<file path="config.mk">
export PLATFORM = sky130hd
export DESIGN_NAME = control_unit
export DESIGN_NICKNAME = d
export VERILOG_FILES = /design/src/rtl/control_unit.sv
export SDC_FILE = /design/constraint.sdc
export NUM_CORES = 1
export LEC_CHECK = 0
export CAP_MARGIN = 5
export CORE_ASPECT_RATIO = 0.6
export CORE_UTILIZATION = 52
export CTS_CLUSTER_DIAMETER = 100
export CTS_CLUSTER_SIZE = 12
export DETAILED_ROUTE_END_ITERATION = 8
export PLACE_DENSITY = 0.86
export RECOVER_POWER = 25
export SLEW_MARGIN = 20
export SYNTH_ARGS = -nofsm -noshare
export SYNTH_HDL_FRONTEND = slang
export SYNTH_SLANG_ARGS = --single-unit
export TNS_END_PERCENT = 5
</file>
<file path="constraint.sdc">
create_clock -name clk -period 5.8 [get_ports clk]
set_input_delay 0.87 -clock clk [delete_from_list [all_inputs] [get_ports clk]]
set_output_delay 0.87 -clock clk [all_outputs]
set_load 0.1 [all_outputs]
</file>
<file path="src/rtl/control_unit.sv">
// control_unit: multi-cycle FSM sequencing fetch, decode,
// operand read, execute and ALU write-back for an 8-bit core.
module control_unit #(
  parameter logic [7:0] RESET_PC     = 8'h00,
  parameter bit         ILLEGAL_HALT = 1'b1
) (
  input  logic       clk,
  input  logic       rst,
  input  logic       hold,
  output logic [7:0] mem_addr,
  output logic       mem_re,
  input  logic [7:0] mem_rdata,
  output logic       mem_we,
  output logic [7:0] mem_wdata,
  output logic       alu_en,
  output logic [1:0] alu_op,
  output logic [7:0] alu_a,
  output logic [7:0] alu_b,
  input  logic [7:0] alu_out,
  input  logic       alu_zero,
  input  logic       alu_carry,
  output logic [7:0] reg_a,
  output logic [7:0] reg_b,
  output logic [7:0] pc,
  output logic       flag_z,
  output logic       flag_c,
  output logic       halted,
  output logic       illegal
);

  localparam logic [7:0] OP_STORE = 8'h01;
  localparam logic [7:0] OP_LOAD  = 8'h02;
  localparam logic [7:0] OP_STOP  = 8'h04;
  localparam logic [7:0] OP_JUMP  = 8'h08;
  localparam logic [7:0] OP_MST   = 8'h10;
  localparam logic [7:0] OP_INC   = 8'h20;
  localparam logic [7:0] OP_DEC   = 8'h40;
  localparam logic [7:0] OP_ADD   = 8'h80;
  localparam logic [7:0] OP_SUB   = 8'h81;
  localparam logic [7:0] OP_SWAP  = 8'h83;

  localparam logic [1:0] ALU_ONE = 2'b00;
  localparam logic [1:0] ALU_ADD = 2'b01;
  localparam logic [1:0] ALU_SUB = 2'b10;

  typedef enum logic [2:0] {
    FETCH, DECODE, OPERAND, EXEC, WB, HALT
  } state_t;

  state_t     state, state_nx;
  logic [7:0] pc_q, pc_nx;
  logic [7:0] a_q, a_nx;
  logic [7:0] b_q, b_nx;
  logic [7:0] ir_q, ir_nx;
  logic [7:0] opr_q, opr_nx;
  logic       z_q, z_nx;
  logic       c_q, c_nx;
  logic       ill_q, ill_nx;
  logic       two_byte;

  assign two_byte = (mem_rdata == OP_LOAD) ||
                    (mem_rdata == OP_JUMP) ||
                    (mem_rdata == OP_MST);

  always_ff @(posedge clk or posedge rst) begin
    if (rst) begin
      state <= FETCH;
      pc_q  <= RESET_PC;
      a_q   <= 8'h00;
      b_q   <= 8'h00;
      ir_q  <= 8'h00;
      opr_q <= 8'h00;
      z_q   <= 1'b0;
      c_q   <= 1'b0;
      ill_q <= 1'b0;
    end else begin
      state <= state_nx;
      pc_q  <= pc_nx;
      a_q   <= a_nx;
      b_q   <= b_nx;
      ir_q  <= ir_nx;
      opr_q <= opr_nx;
      z_q   <= z_nx;
      c_q   <= c_nx;
      ill_q <= ill_nx;
    end
  end

  always_comb begin
    state_nx  = state;
    pc_nx     = pc_q;
    a_nx      = a_q;
    b_nx      = b_q;
    ir_nx     = ir_q;
    opr_nx    = opr_q;
    z_nx      = z_q;
    c_nx      = c_q;
    ill_nx    = ill_q;
    mem_addr  = pc_q;
    mem_re    = 1'b0;
    mem_we    = 1'b0;
    mem_wdata = a_q;
    alu_en    = 1'b0;
    alu_op    = ALU_ONE;
    alu_a     = a_q;
    alu_b     = b_q;
    if (!hold) begin
      unique case (state)
        FETCH: begin
          mem_re   = 1'b1;
          state_nx = DECODE;
        end
        DECODE: begin
          ir_nx = mem_rdata;
          pc_nx = pc_q + 8'd1;
          if (two_byte) begin
            mem_re   = 1'b1;
            mem_addr = pc_q + 8'd1;
            state_nx = OPERAND;
          end else begin
            state_nx = EXEC;
          end
        end
        OPERAND: begin
          opr_nx   = mem_rdata;
          pc_nx    = pc_q + 8'd1;
          state_nx = EXEC;
        end
        EXEC: begin
          state_nx = FETCH;
          unique case (1'b1)
            ir_q == OP_STORE: b_nx = a_q;
            ir_q == OP_LOAD:  a_nx = opr_q;
            ir_q == OP_STOP:  state_nx = HALT;
            ir_q == OP_JUMP:  pc_nx = opr_q;
            ir_q == OP_MST: begin
              mem_we   = 1'b1;
              mem_addr = opr_q;
            end
            ir_q == OP_INC,
            ir_q == OP_DEC: begin
              alu_en   = 1'b1;
              alu_a    = ir_q;
              alu_b    = a_q;
              state_nx = WB;
            end
            ir_q == OP_ADD: begin
              alu_en   = 1'b1;
              alu_op   = ALU_ADD;
              state_nx = WB;
            end
            ir_q == OP_SUB: begin
              alu_en   = 1'b1;
              alu_op   = ALU_SUB;
              state_nx = WB;
            end
            ir_q == OP_SWAP: begin
              a_nx = b_q;
              b_nx = a_q;
            end
            default: begin
              if (ILLEGAL_HALT) begin
                ill_nx   = 1'b1;
                state_nx = HALT;
              end
            end
          endcase
        end
        WB: begin
          a_nx     = alu_out;
          z_nx     = alu_zero;
          c_nx     = alu_carry;
          state_nx = FETCH;
        end
        HALT: state_nx = HALT;
        default: state_nx = FETCH;
      endcase
    end
    // strobes stay quiet for the whole reset pulse
    if (rst) begin
      mem_re = 1'b0;
      mem_we = 1'b0;
      alu_en = 1'b0;
    end
  end

  assign reg_a   = a_q;
  assign reg_b   = b_q;
  assign pc      = pc_q;
  assign flag_z  = z_q;
  assign flag_c  = c_q;
  assign halted  = (state == HALT);
  assign illegal = ill_q;

endmodule
</file>
==> impl.org, run 1 <==
** Setup path
- In this run the critical register-to-register path is launched from state[0]$_DFFE_PP0N_.
- Critical Path Start :: hold
- Arrival time worst endpoint :: 3580 ps
- The critical path is of the primary input to primary output type.
- Setup crit end kind :: primary output
- Data on the critical path is required at its endpoint by 4930 ps.
- The worst setup path is launched from a primary input.
- Crit-path max FO :: 11

** Yosys
- Top-count cell post-synth :: nand2_1
- Cells taking the most area after synthesis :: dfrtp_1, mux2_2, nand2_1
- In the synthesized netlist the async set-or-reset flop fraction comes to 1.00.
- For this run, the number of Yosys warnings is 0.
- In this run the mean area of a mapped cell was 9.37 µm².
- Counting flops and latches in the post-synthesis netlist gives 46.
- Number of different library cells in the post-synthesis netlist :: 53
- Number of synthesized flops with an enable pin :: 0
- Synth top area share :: 0.385
- The most used flip-flop cell after synthesis is dfrtp_1.
- Counting every net in the synthesized netlist gives 341.
- Synth Instances :: 319
- Of the synthesized area, sequential elements account for 0.385.
- Netlist area before placement :: 2990 µm²
- List of most frequent post-synthesis cells :: nand2_1, dfrtp_1, mux2_2
- Largest area contributor in the synthesized netlist :: dfrtp_1

** Final layout
- Of the cells placed in the final design, the portion with a size suffix greater than 1 is 0.215.
- Final Instance Area :: 3800 µm²
- Diode count :: 0
- Compared with the post-synthesis result, the final layout area differs by 27.1%.
- The layout has 419 filler cells.
- Number of nets in the layout :: 407

** Clock network
- Once the clock tree was built, the setup fixing pass inserted 0 buffers.
- After clock tree synthesis, the repair step resized 0 gates.
- For the worst-skew pair, the clock arrives at the later sink with an insertion delay of 310 ps.
- Number of clock sinks :: 46
- In this run the number of H-tree levels came out at 2.
- Master cell of the clock root buffer :: clkbuf_8
- CTS tree :: yes
- Hold bufs inserted after CTS :: 0
- In this run the deepest clock path goes through 2 buffers.
- CTS clk-pin slew, worst paths :: 90 ps
- Clock buffers created by TritonCTS :: 5

** Placement
- Routability cong. :: 0.889
- Detailed placement finished with a half-perimeter wire length of 5730 µm.
- Total placed instance area :: 3700 µm²
- Buffers added on ports :: 85

** Die
- The floorplan step set the die width to 99.9 µm.
- I/O pin cnt :: 86
- The region available for standard cell placement spans 5310 µm².
- Initial Util :: 0.564
- Die area :: 6070 µm²
- The floorplan step set the die height to 60.7 µm.
- FP Rows :: 20

** Global routing
- The first global-routing pass estimated 12,600 µm of wire.
- For this run, the total global-route usage over all layers was measured as 0.278.
- The initial antenna violation count is 0.
- Total overflow reported by the global router :: 0
- The via count of the first global-routing pass came to 2,514.
- Entering global routing, the biggest net connects 28 pins.

** Routing
- The detailed router finished its first iteration with 167 violations.
- After detailed routing, the number of vias per cell comes to 5.85.
- In the routed design, unresolved DRC markers number 0.
- Wire length after detailed routing :: 7720 µm
- Average detailed-routed wire length per instance :: 16.7 µm
- Detailed-routing iteration count for the pre-antenna-repair pass :: 5
- Via count :: 2,707
- The count of nets left with antenna violations once routing finished came out at 0.

** Timing
- Setup repair after global routing missed its margin :: no
- Final critical-path required period :: 4450 ps
- Worst-margin pin slew :: 1510 ps
- Period Utilization, post-route :: 0.768
- Upper clock frequency limit :: 225 MHz
- The number of hold-slack violations in the final timing report was 0.
- The worst pin sits at a relative slew slack of -0.00728.
- Setup violations remaining at the end of the flow were counted as 0.
- Final Max Slew Viols :: 28
- Final-layout setup total negative slack :: 0 ps
- The clock arrives with 11.0 ps of skew.

** Job
- Across the run, the number of max-cap violations was 1.

** Hold path
- The worst hold path begins at illegal$_DFFE_PP0P_.
- Class of the worst hold path :: flip-flop to flip-flop

** Status
- The flow ran to the end, but the final reports show violations.
- Violated checks :: capacitance limit, slew limit
cell type report:
type,count,area (µm²),share of cell area
Tap cell,77,96.3,0.0253
Inverter,4,15.0,0.00395
Clock inverter,1,5.00,0.00132
Multi-Input combinational cell,242,1660,0.436
Timing Repair Buffer,86,790,0.208
Clock buffer,7,86.3,0.0227
Sequential cell,46,1150,0.303
metrics by stage:
stage	cells	hold WS, ps	setup slack [ps]	utilization
finish	463	462	1350	0.717
CTS	463	468	1460	0.716
detailed placement	455	450	1460	0.698
global placement	455	442	1530	0.698
global route	463	472	1230	0.717
floorplan	319	520	857	-
placed cells by master, fill, tap and decap left out, drive strengths merged, types with 4 or more instances in the layout:
| master | count |
|---|---|
| nor2 | 24 |
| clkdlybuf4s50 | 58 |
| mux2 | 36 |
| nor2b | 4 |
| buf | 26 |
| dfrtp | 46 |
| xnor2 | 5 |
| nand2 | 51 |
| nand3 | 12 |
| a22oi | 4 |
| and2 | 7 |
| nor4 | 4 |
| nor3 | 9 |
| mux2i | 11 |
| o21ai | 15 |
| clkbuf | 8 |
| a21oi | 17 |
worst max-delay path, stage by stage:
cell and delay [ps]:
clkdlybuf4s50_1 680, nor4b_4 670, o2111ai_1 450, o31ai_1 390, a221o_1 200, buf_4 300
registers in the layout (all words and copies together), names as in the netlist:
signal,flops
opr_q,8
illegal,1
pc,8
mem_wdata,8
flag_c,1
reg_b,8
state,3
flag_z,1
ir_q,8
cells by family (layout without fill, tap and decap cells):
kind of cell	Yosys count	in the layout	synth area share
simple gates	128	128	0.222
compound gates	59	59	0.127
flops	46	46	0.385
mux	47	47	0.177
fa+ha+maj	1	1	0.00418
buf+inv	31	98	0.0636
xor+xnor	7	7	0.0205
per-layer routing:
layer | wire, µm | global-route usage | vias to the layer above
met5 | 0 | 0 | -
met4 | 81 | 0.0840 | 0
met3 | 620 | 0.0783 | 13
met2 | 3370 | 0.435 | 144
met1 | 3650 | 0.383 | 1282
li1 | - | - | 1268
worst paths after layout:
path                       slack (ps)  cells past startpoint                       end
hold reg to reg                   460                      1       illegal$_DFFE_PP0P_
max in group asynchronous        2920                      3      opr_q[1]$_DFFE_PP0P_
setup reg to reg                 3380                      5  mem_wdata[4]$_DFFE_PP0P_
min in group asynchronous        1100                      2      state[2]$_DFFE_PP0N_
hold / removal                    460                      1       illegal$_DFFE_PP0P_
setup / recovery                 1350                      6               mem_addr[4]
Power of run 1 is not shown: default switching activity piles up to over one toggle a cycle in this logic, so the estimate is an artifact.
==> inputs of run 2 (changes only) <==
--- a/config.mk
+++ b/config.mk
@@ -7,11 +7,11 @@
 export LEC_CHECK = 0
 export CAP_MARGIN = 5
 export CORE_ASPECT_RATIO = 0.6
-export CORE_UTILIZATION = 52
+export CORE_UTILIZATION = 44
 export CTS_CLUSTER_DIAMETER = 100
 export CTS_CLUSTER_SIZE = 12
 export DETAILED_ROUTE_END_ITERATION = 8
-export PLACE_DENSITY = 0.86
+export PLACE_DENSITY = 0.78
 export RECOVER_POWER = 25
 export SLEW_MARGIN = 20
 export SYNTH_ARGS = -nofsm -noshare
==> constraint.sdc (replaced) <==
create_clock -name clk -period 3.6 [get_ports clk]
set_input_delay 0.54 -clock clk [delete_from_list [all_inputs] [get_ports clk]]
set_output_delay 0.54 -clock clk [all_outputs]
set_load 0.1 [all_outputs]
==> run 2 against run 1 <==
The flow now finishes without violations. First-iteration DRC count up 6.0%. Global-route usage down 2.1 points. Hold slack better by 19 ps. Clock skew down 8.0 ps. Critical path depth unchanged. Worst setup slack worse by 1100 ps. Design area up 12%. Cell count up 2.8%. Flip-flop and latch count unchanged. Critical endpoint unchanged. Largest cell class unchanged.
==> impl.org, run 2 (synthesis gave the netlist of run 1 again) <==
** Final layout
- Final standard cell utilization of the core :: 0.671 (-0.0460)
- The library cell used most frequently in the layout, excluding fill and tap cells, is clkdlybuf4s50_1.
- The final cell area excluding filler cells came to 4250 µm² (+12%).
- Synth-to-layout area growth :: 42.0%
- The number of nets at the end of the flow was 413 (+1.5%).
- Diode count :: 0 (unchanged)
- Filler Cell Count :: 491 (+17%)
- The share of cells above drive strength 1 was 0.242 (+0.0273).
- Top library cells by usage in the layout, fill and taps aside :: clkdlybuf4s50_1, nand2_1, dfrtp_1

** Clock network
- The clock latency reported for the late side of the worst-skew pair is 290 ps (-20 ps).
- The clock transition at the register clock pins on the worst setup and hold paths after CTS came to 60 ps (-30 ps).
- The post-CTS setup buffer count came to 0 (unchanged).
- TritonCTS built the clock tree.
- CTS max path bufs :: 2 (unchanged)
- The number of CTS-inserted buffers was 5 (unchanged).
- Clock tree synthesis selected as its root buffer the cell clkbuf_16.
- Hold bufs inserted after CTS :: 0 (unchanged)
- The number of sinks on the clock net came to 46 (unchanged).
- The number of cells upsized or downsized after cts was 0 (unchanged).
- The number of H-tree levels was 2 (unchanged).

** Global routing
- The global-route track usage on met3 came to 0.0552 (-0.0232).
- The layer flagged by global routing as most heavily used is met1.
- First-pass GRT wire length :: 13,900 µm (+10%)
- The global-route track usage on met1 is 0.382 (-0.000912).
- The fraction of met2 tracks used by global routing came to 0.374 (-0.0613).
- Vias in the first global route :: 2,684 (+6.8%)
- The total global routing overflow came to 0 (unchanged).
- Total routing usage reported by global routing :: 0.257 (-0.0214)
- The pin count of the biggest net entering global routing is 25 (-11%).
- The initial antenna violation count is 0 (unchanged).

** Timing
- Setup repair after global routing missed its margin :: no
- Timing would allow up to 295 MHz.
- The slew at the pin closest to its max-slew limit came to 1240 ps (-274 ps).
- Finish-stage setup viols :: 0 (unchanged)
- Tightest slew margin relative to the limit :: 0.175 (+0.182)
- The total negative slack for setup checks is 0 ps (unchanged).
- Final critical-path required period :: 3390 ps
- Period Utilization, post-route :: 0.941
- Final hold violation count :: 0 (unchanged)
- The count of pins over their slew limit came to 0 (-100%).
- Setup Skew :: 3.05 ps (-7.95 ps)

** Setup path
- The required arrival time at the worst endpoint is 3060 ps (-1870 ps).
- The worst register-to-register path begins at state[2]$_DFFE_PP0N_.
- Reg2reg setup slack :: 1360 ps (-2020 ps)
- Among all stages on the critical path, the largest delay is contributed by a221o_1.
- The worst stage delay on the critical path was 510 ps (-170 ps).
- Arrival time worst endpoint :: 2850 ps (-730 ps)
- The critical path is of the primary input to primary output type.
- Walking the worst path, the cells encountered are clkdlybuf4s50_1 > nor4_1 > o211ai_1 > a221o_1 > a221o_1 > buf_12.
- R2R depth :: 5 (unchanged)
- Grouping stages by cell kind, the critical path spends the most delay in compound AO/OA/AOI/OAI gates.
- CP Launch Type :: primary input
- Crit-path max FO :: 8 (-3)
- The endpoint identified for the worst register-to-register timing path is reg_b[0]$_DFFE_PP0P_.
- Number of logic stages on the critical path including buffering :: 6 (unchanged)
- Counting stages on the worst path, the most repeated cell is a221o_1.
- Setup crit end kind :: primary output
- The sum of buffers and inverters on the critical path is 2 (unchanged).

** Routing
- DRT antenna net count :: 0 (unchanged)
- The detailed-route via count was 2,752 (+1.7%).
- The post-detailed-route DRC marker count was 0 (unchanged).
- The length of the first detailed-routing pass in iterations came to 5 (unchanged).
- The detailed-route wire length came to 8470 µm (+9.7%).
- Average vias per placed instance :: 5.78 (-1.1%)
- The initial detailed-routing violation count came to 177 (+6.0%).
- The average routed wire per standard cell is 17.8 µm (+6.7%).

** Placement
- The final weighted congestion in routability-driven placement came to 0.867 (-2.5%).
- The number of port buffers was 85 (unchanged).
- The detailed-placement wirelength estimate is 6130 µm (+7.0%).
- Total placed instance area :: 4080 µm² (+10%)

** Die
- The core outline area is 6330 µm² (+19%).
- I/O pin cnt :: 86 (unchanged)
- The die extent in y came to 65.9 µm (+8.4%).
- The number of cell rows came to 22 (+10%).
- Die span in x :: 108 µm (+8.5%)
- Initial Util :: 0.472 (-0.0913)
- Die area :: 7140 µm² (+18%)

** Hold path
- Worst min-delay path endpoint :: illegal$_DFFE_PP0P_
- In this run the worst hold path is classified as flip-flop to flip-flop.
- Hold Path Stages :: 1 (unchanged)
- Worst Min Path Start :: illegal$_DFFE_PP0P_

** Status
- The flow ran to the end, and the final reports show no timing, DRC or antenna violations.

** Job
- Max cap viols :: 0 (-1)
## run 2: changes by cell type in the layout (fill, tap and decap cells not counted), moves of 5 or more
cell / change
buf_12: +26
buf_4: -16
clkbuf_8: -6
clkbuf_16: +5
clkdlybuf4s50_1: -5
## run 2: per-stage QoR
step                      std cells  worst slack (ps)  hold WS, ps
after floorplan                 319              -802          520
after global placement          468               329          446
after detailed placement        468               251          457
after CTS                       476               249          475
after global routing            476              66.1          498
final                           476               214          481
## run 2: final cells by class
| cell class | instances | area [µm²] | area share |
|---|---|---|---|
| tap | 84 | 105 | 0.0248 |
| multi-input combinational | 242 | 1660 | 0.390 |
| clock buffer | 5 | 125 | 0.0295 |
| timing repair buffer | 92 | 1150 | 0.271 |
| sequential | 46 | 1150 | 0.271 |
| inverter | 4 | 15.0 | 0.00354 |
| clock inverter | 3 | 43.8 | 0.0103 |
## run 2: how the worst max path moves through the flow
stage	start	end	slack, ps
floorplan	pc[0]$_DFFE_PP0P_	mem_addr[5]	-800
global placement	mem_rdata[0]	mem_addr[4]	330
detailed placement	mem_rdata[0]	mem_addr[4]	250
CTS	mem_rdata[0]	mem_addr[4]	250
global route	mem_rdata[0]	mem_addr[4]	70
finish	mem_rdata[0]	mem_addr[4]	210
## run 2: worst register-to-register path: cells and delay by family (launching register included)
family	cells	cell delay, ps
muxes	1	470
and+or+nand+nor	4	1120
DFF	1	540
## run 2: metal layers
layer	vias up	share of wire	wire, µm
met2	125	0.44	3690
met5	-	0	0
li1	1271	-	-
met4	0	0.013	106
met3	11	0.063	534
met1	1345	0.49	4130
Power of run 2 is left out for the same reason.
==> inputs of run 3 (changes only) <==
--- a/config.mk
+++ b/config.mk
@@ -5,13 +5,14 @@
 export SDC_FILE = /design/constraint.sdc
 export NUM_CORES = 1
 export LEC_CHECK = 0
+export ABC_AREA = 1
 export CAP_MARGIN = 5
 export CORE_ASPECT_RATIO = 0.6
-export CORE_UTILIZATION = 44
+export CORE_UTILIZATION = 43
 export CTS_CLUSTER_DIAMETER = 100
 export CTS_CLUSTER_SIZE = 12
 export DETAILED_ROUTE_END_ITERATION = 8
-export PLACE_DENSITY = 0.78
+export PLACE_DENSITY = 0.77
 export RECOVER_POWER = 25
 export SLEW_MARGIN = 20
 export SYNTH_ARGS = -nofsm -noshare
==> run 3 against run 2 <==
Hold slack improved by 0.53 ps. Critical path type is now flip-flop to primary output. Cell count increased by 25%. Clock-buffer cell count up 1. Largest cell class unchanged.
==> impl.org, run 3 <==
** Status
- Run status :: completed

** Die
- Vertical die dimension :: 65.7 µm (-0.28%)
- Floorplan core area :: 6300 µm² (-0.43%)
- The width of the chip came to 108 µm (-0.29%).
- The number of cell rows was 22 (unchanged).
- Initial Util :: 0.461 (-0.0114)
- The die footprint is 7100 µm² (-0.57%).
- I/O pin cnt :: 86 (unchanged)

** Yosys
- Fraction of the mapped netlist area in simple logic gates :: 0.339 (+0.117)
- Fraction of the mapped netlist area in adder cells :: 0.00431 (+0.000123)
- The synthesized cell area came to 2910 µm² (-2.8%).
- Average cell area after synthesis :: 6.71 µm² (-28%)
- Fraction of registers with async set/reset :: 1.00 (unchanged)
- The post-synthesis register bit count came to 46 (unchanged).
- Fraction of synthesized area in multiplexers :: 0 (-0.177)
- Cells taking the most area after synthesis :: dfrtp_1, nand2_1, o21ai_0
- The top cell type's share of synthesized area came to 0.396 (+0.0113).
- Number of different library cells in the post-synthesis netlist :: 28 (-47%)
- Most common flop cell mapped by yosys :: dfrtp_1
- Synth Instances :: 433 (+36%)
- The commonest cells after synthesis are nand2_1, inv_1, dfrtp_1.
- The fraction of the mapped netlist area in compound gates was 0.140 (+0.0132).
- Top-count cell post-synth :: nand2_1
- After synthesis, the largest family of logic cells by area is simple AND/OR/NAND/NOR gates.
- The share of synthesized area occupied by flip-flops and latches was 0.396 (+0.0113).
- The post-synthesis share of cell area spent on xor and xnor gates is 0.0121 (-0.00844).
- Number of warnings reported in the yosys synthesis log :: 0 (unchanged)
- dfrtp_1 takes more of the synthesized area than any other cell.
- Number of nets produced by synthesis :: 455 (+33%)
- The number of enable-type register cells in the synthesized netlist came to 0 (unchanged).

** Final layout
- The number of fillers in the final layout is 514 (+4.7%).
- The number of nets at the end of the flow is 531 (+29%).
- Synth-to-layout area growth :: 42.1%
- Top library cells by usage in the layout, fill and taps aside :: nand2_1, clkdlybuf4s50_1, inv_1
- Leaving out fill and tap cells, the most frequent cell in the layout is nand2_1.
- Diode count :: 0 (unchanged)
- Ratio of cells with drive above 1 in the final layout :: 0.104 (-0.138)

** Clock network
- Hold bufs inserted after CTS :: 0 (unchanged)
- The clock tree buffer depth is 2 (unchanged).
- In this run the clock root is driven by a clkbuf_8.
- The number of CTS-inserted buffers was 5 (unchanged).
- The number of cells upsized or downsized after cts was 0 (unchanged).
- Buffers inserted during post-CTS setup optimization :: 0 (unchanged)
- Worst-skew pair later-pin latency :: 300 ps (about the same)
- Number of clock sinks :: 46 (unchanged)
- The clock transition at the register clock pins on the worst setup and hold paths after CTS came to 80 ps (+20 ps).
- Count of H-tree levels built during CTS :: 2 (unchanged)
- TritonCTS built the clock tree.

** Hold path
- The worst hold path depth came to 1 (unchanged).
- The worst hold path belongs to the class flip-flop to flip-flop.
- In this run the most critical hold path is launched from illegal$_DFFE_PP0P_.
- Worst min-delay path endpoint :: illegal$_DFFE_PP0P_

** Job
- The number of maximum-capacitance violations came to 0 (unchanged).

** Routing
- DRT antenna net count :: 0 (unchanged)
- Number of remaining DRC errors :: 0 (unchanged)
- Average vias per placed instance :: 5.31 (-8.1%)
- The length of the first detailed-routing pass in iterations is 6 (+1).
- Initial DRC count :: 253 (+43%)
- Via count :: 3,151 (+14%)
- The average routed wire per standard cell came to 15.1 µm (-15%).
- The detailed-route wire length was 8960 µm (+5.8%).

** Timing
- Final critical-path required period :: 3250 ps (-140 ps)
- The period utilization was 0.902 (-0.0389).
- Final Max Slew Viols :: 0 (unchanged)
- The final-report setup violation count is 0 (unchanged).
- Setup repair after global routing missed its margin :: no
- Worst-margin pin slew :: 1170 ps (-70.9 ps)
- Final hold violation count :: 0 (unchanged)
- The remaining max-slew budget at the tightest pin is 0.222 (+0.0472).
- The fmax is 308 MHz (+4.3%).
- Worst hold slack after final layout :: 481 ps (+0.532 ps)
- The final clock skew is 6.92 ps (+3.87 ps).

** Global routing
- The wire length of the first global-routing pass is 14,600 µm (+5.3%).
- The global routing usage summed across all routing layers is 0.272 (+0.0148).
- Largest net degree at the start of global routing :: 47 (+88%)
- The initial antenna violation count came to 0 (unchanged).
- Total overflow reported by the global router :: 0 (unchanged)
- The via count of the first global-routing pass is 2,898 (+8.0%).

** Setup path
- The minimum setup slack among reg-to-reg paths was 1370 ps (about the same).
- Crit-path slowest cell :: o21ai_0
- The endpoint identified for the worst register-to-register timing path is mem_wdata[3]$_DFFE_PP0P_.
- Crit-path max FO :: 21 (+13)
- Data required time of the worst path :: 3060 ps (about the same)
- The arrival time at the worst endpoint was 2710 ps (-140 ps).
- The critical path in this run is classified as flip-flop to primary output.
- The worst setup path is launched from a flip-flop.
- Setup crit end kind :: primary output
- In this run the critical register-to-register path is launched from ir_q[4]$_DFFE_PP0P_.
- R2R depth :: 8 (+3)
- Tracing the worst setup path back leads to its startpoint at state[2]$_DFFE_PP0N_.
- Cell-by-cell trace of the critical path :: inv_2 > nand2_2 > nor2_4 > inv_4 > nor2_8 > nand2_1 > o21ai_0 > buf_12
- Longest individual stage delay on the worst path :: 520 ps (about the same)

** Placement
- Detailed placer's ending HPWL :: 6910 µm (+13%)
- The number of port buffers came to 85 (unchanged).
- Routability cong. :: 0.924 (+6.6%)
[run 3: cell count changes in the layout (fill, tap and decap cells not counted), sizes merged, moves of 5 or more]
| cell | before | now |
|---|---|---|
| a21oi | 17 | 4 |
| and2 | 7 | 0 |
| buf | 36 | 31 |
| inv | 4 | 53 |
| mux2 | 36 | 0 |
| mux2i | 11 | 0 |
| nand2 | 51 | 160 |
| nand3 | 12 | 27 |
| nor2 | 24 | 47 |
| nor3 | 9 | 4 |
| o211ai | 3 | 13 |
| o21ai | 15 | 45 |
[run 3: per-stage QoR]
step,setup TNS (ps),cell area [µm²],instances,worst slack [ps],util
finish,0,4130,593,354,0.655
floorplan,-3650,2910,433,-795,-
CTS,0,4130,593,421,0.655
detailed placement,0,4020,586,456,0.638
global placement,0,4020,586,572,0.638
global route,0,4130,593,184,0.655
[run 3: area by class of cell]
type / count / area [µm²] / area share
clock inverter: 1 / 30.0 / 0.00727
timing repair buffer: 87 / 1110 / 0.270
clock buffer: 6 / 82.6 / 0.0200
sequential: 46 / 1150 / 0.279
tap: 84 / 105 / 0.0255
multi-input combinational: 315 / 1440 / 0.349
inverter: 54 / 205 / 0.0497
[run 3: how the worst max path moves through the flow]
stage | endpoint | slack, ps | depth (start not counted)
after global placement | alu_a[0] | 570 | 6
after floorplan | mem_we | -800 | 3
final | alu_b[1] | 350 | 8
after global routing | alu_b[1] | 180 | 8
after detailed placement | alu_a[2] | 460 | 6
after CTS | alu_b[1] | 420 | 8
[run 3: cell families after synthesis]
kind of cell               after synthesis
DFF                                     46
AOI/OAI and AO/OA                       70
buffers and inverters                   72
and+or+nand+nor                        240
adders and majority gates                1
xor gates and xnor gates                 4
[run 3: critical path: cells and delay by family, from the launching register on]
| family | cells | cell delay [ps] |
|---|---|---|
| AND/OR/NAND/NOR | 4 | 910 |
| AO/OA/AOI/OAI | 1 | 520 |
| buffers and inverters | 3 | 510 |
| flip-flops | 1 | 440 |
[run 3: metal layers]
layer  share of wire  vias up  routed length [µm]  track usage
met5               0        -                   0            0
met4          0.0095        0                  85       0.0668
met3           0.081        8                 723       0.0377
met2            0.43      156                3860        0.412
met1            0.48     1469                4290        0.404
li1                -     1518                   -            -
Power of run 3 is left out for the same reason.
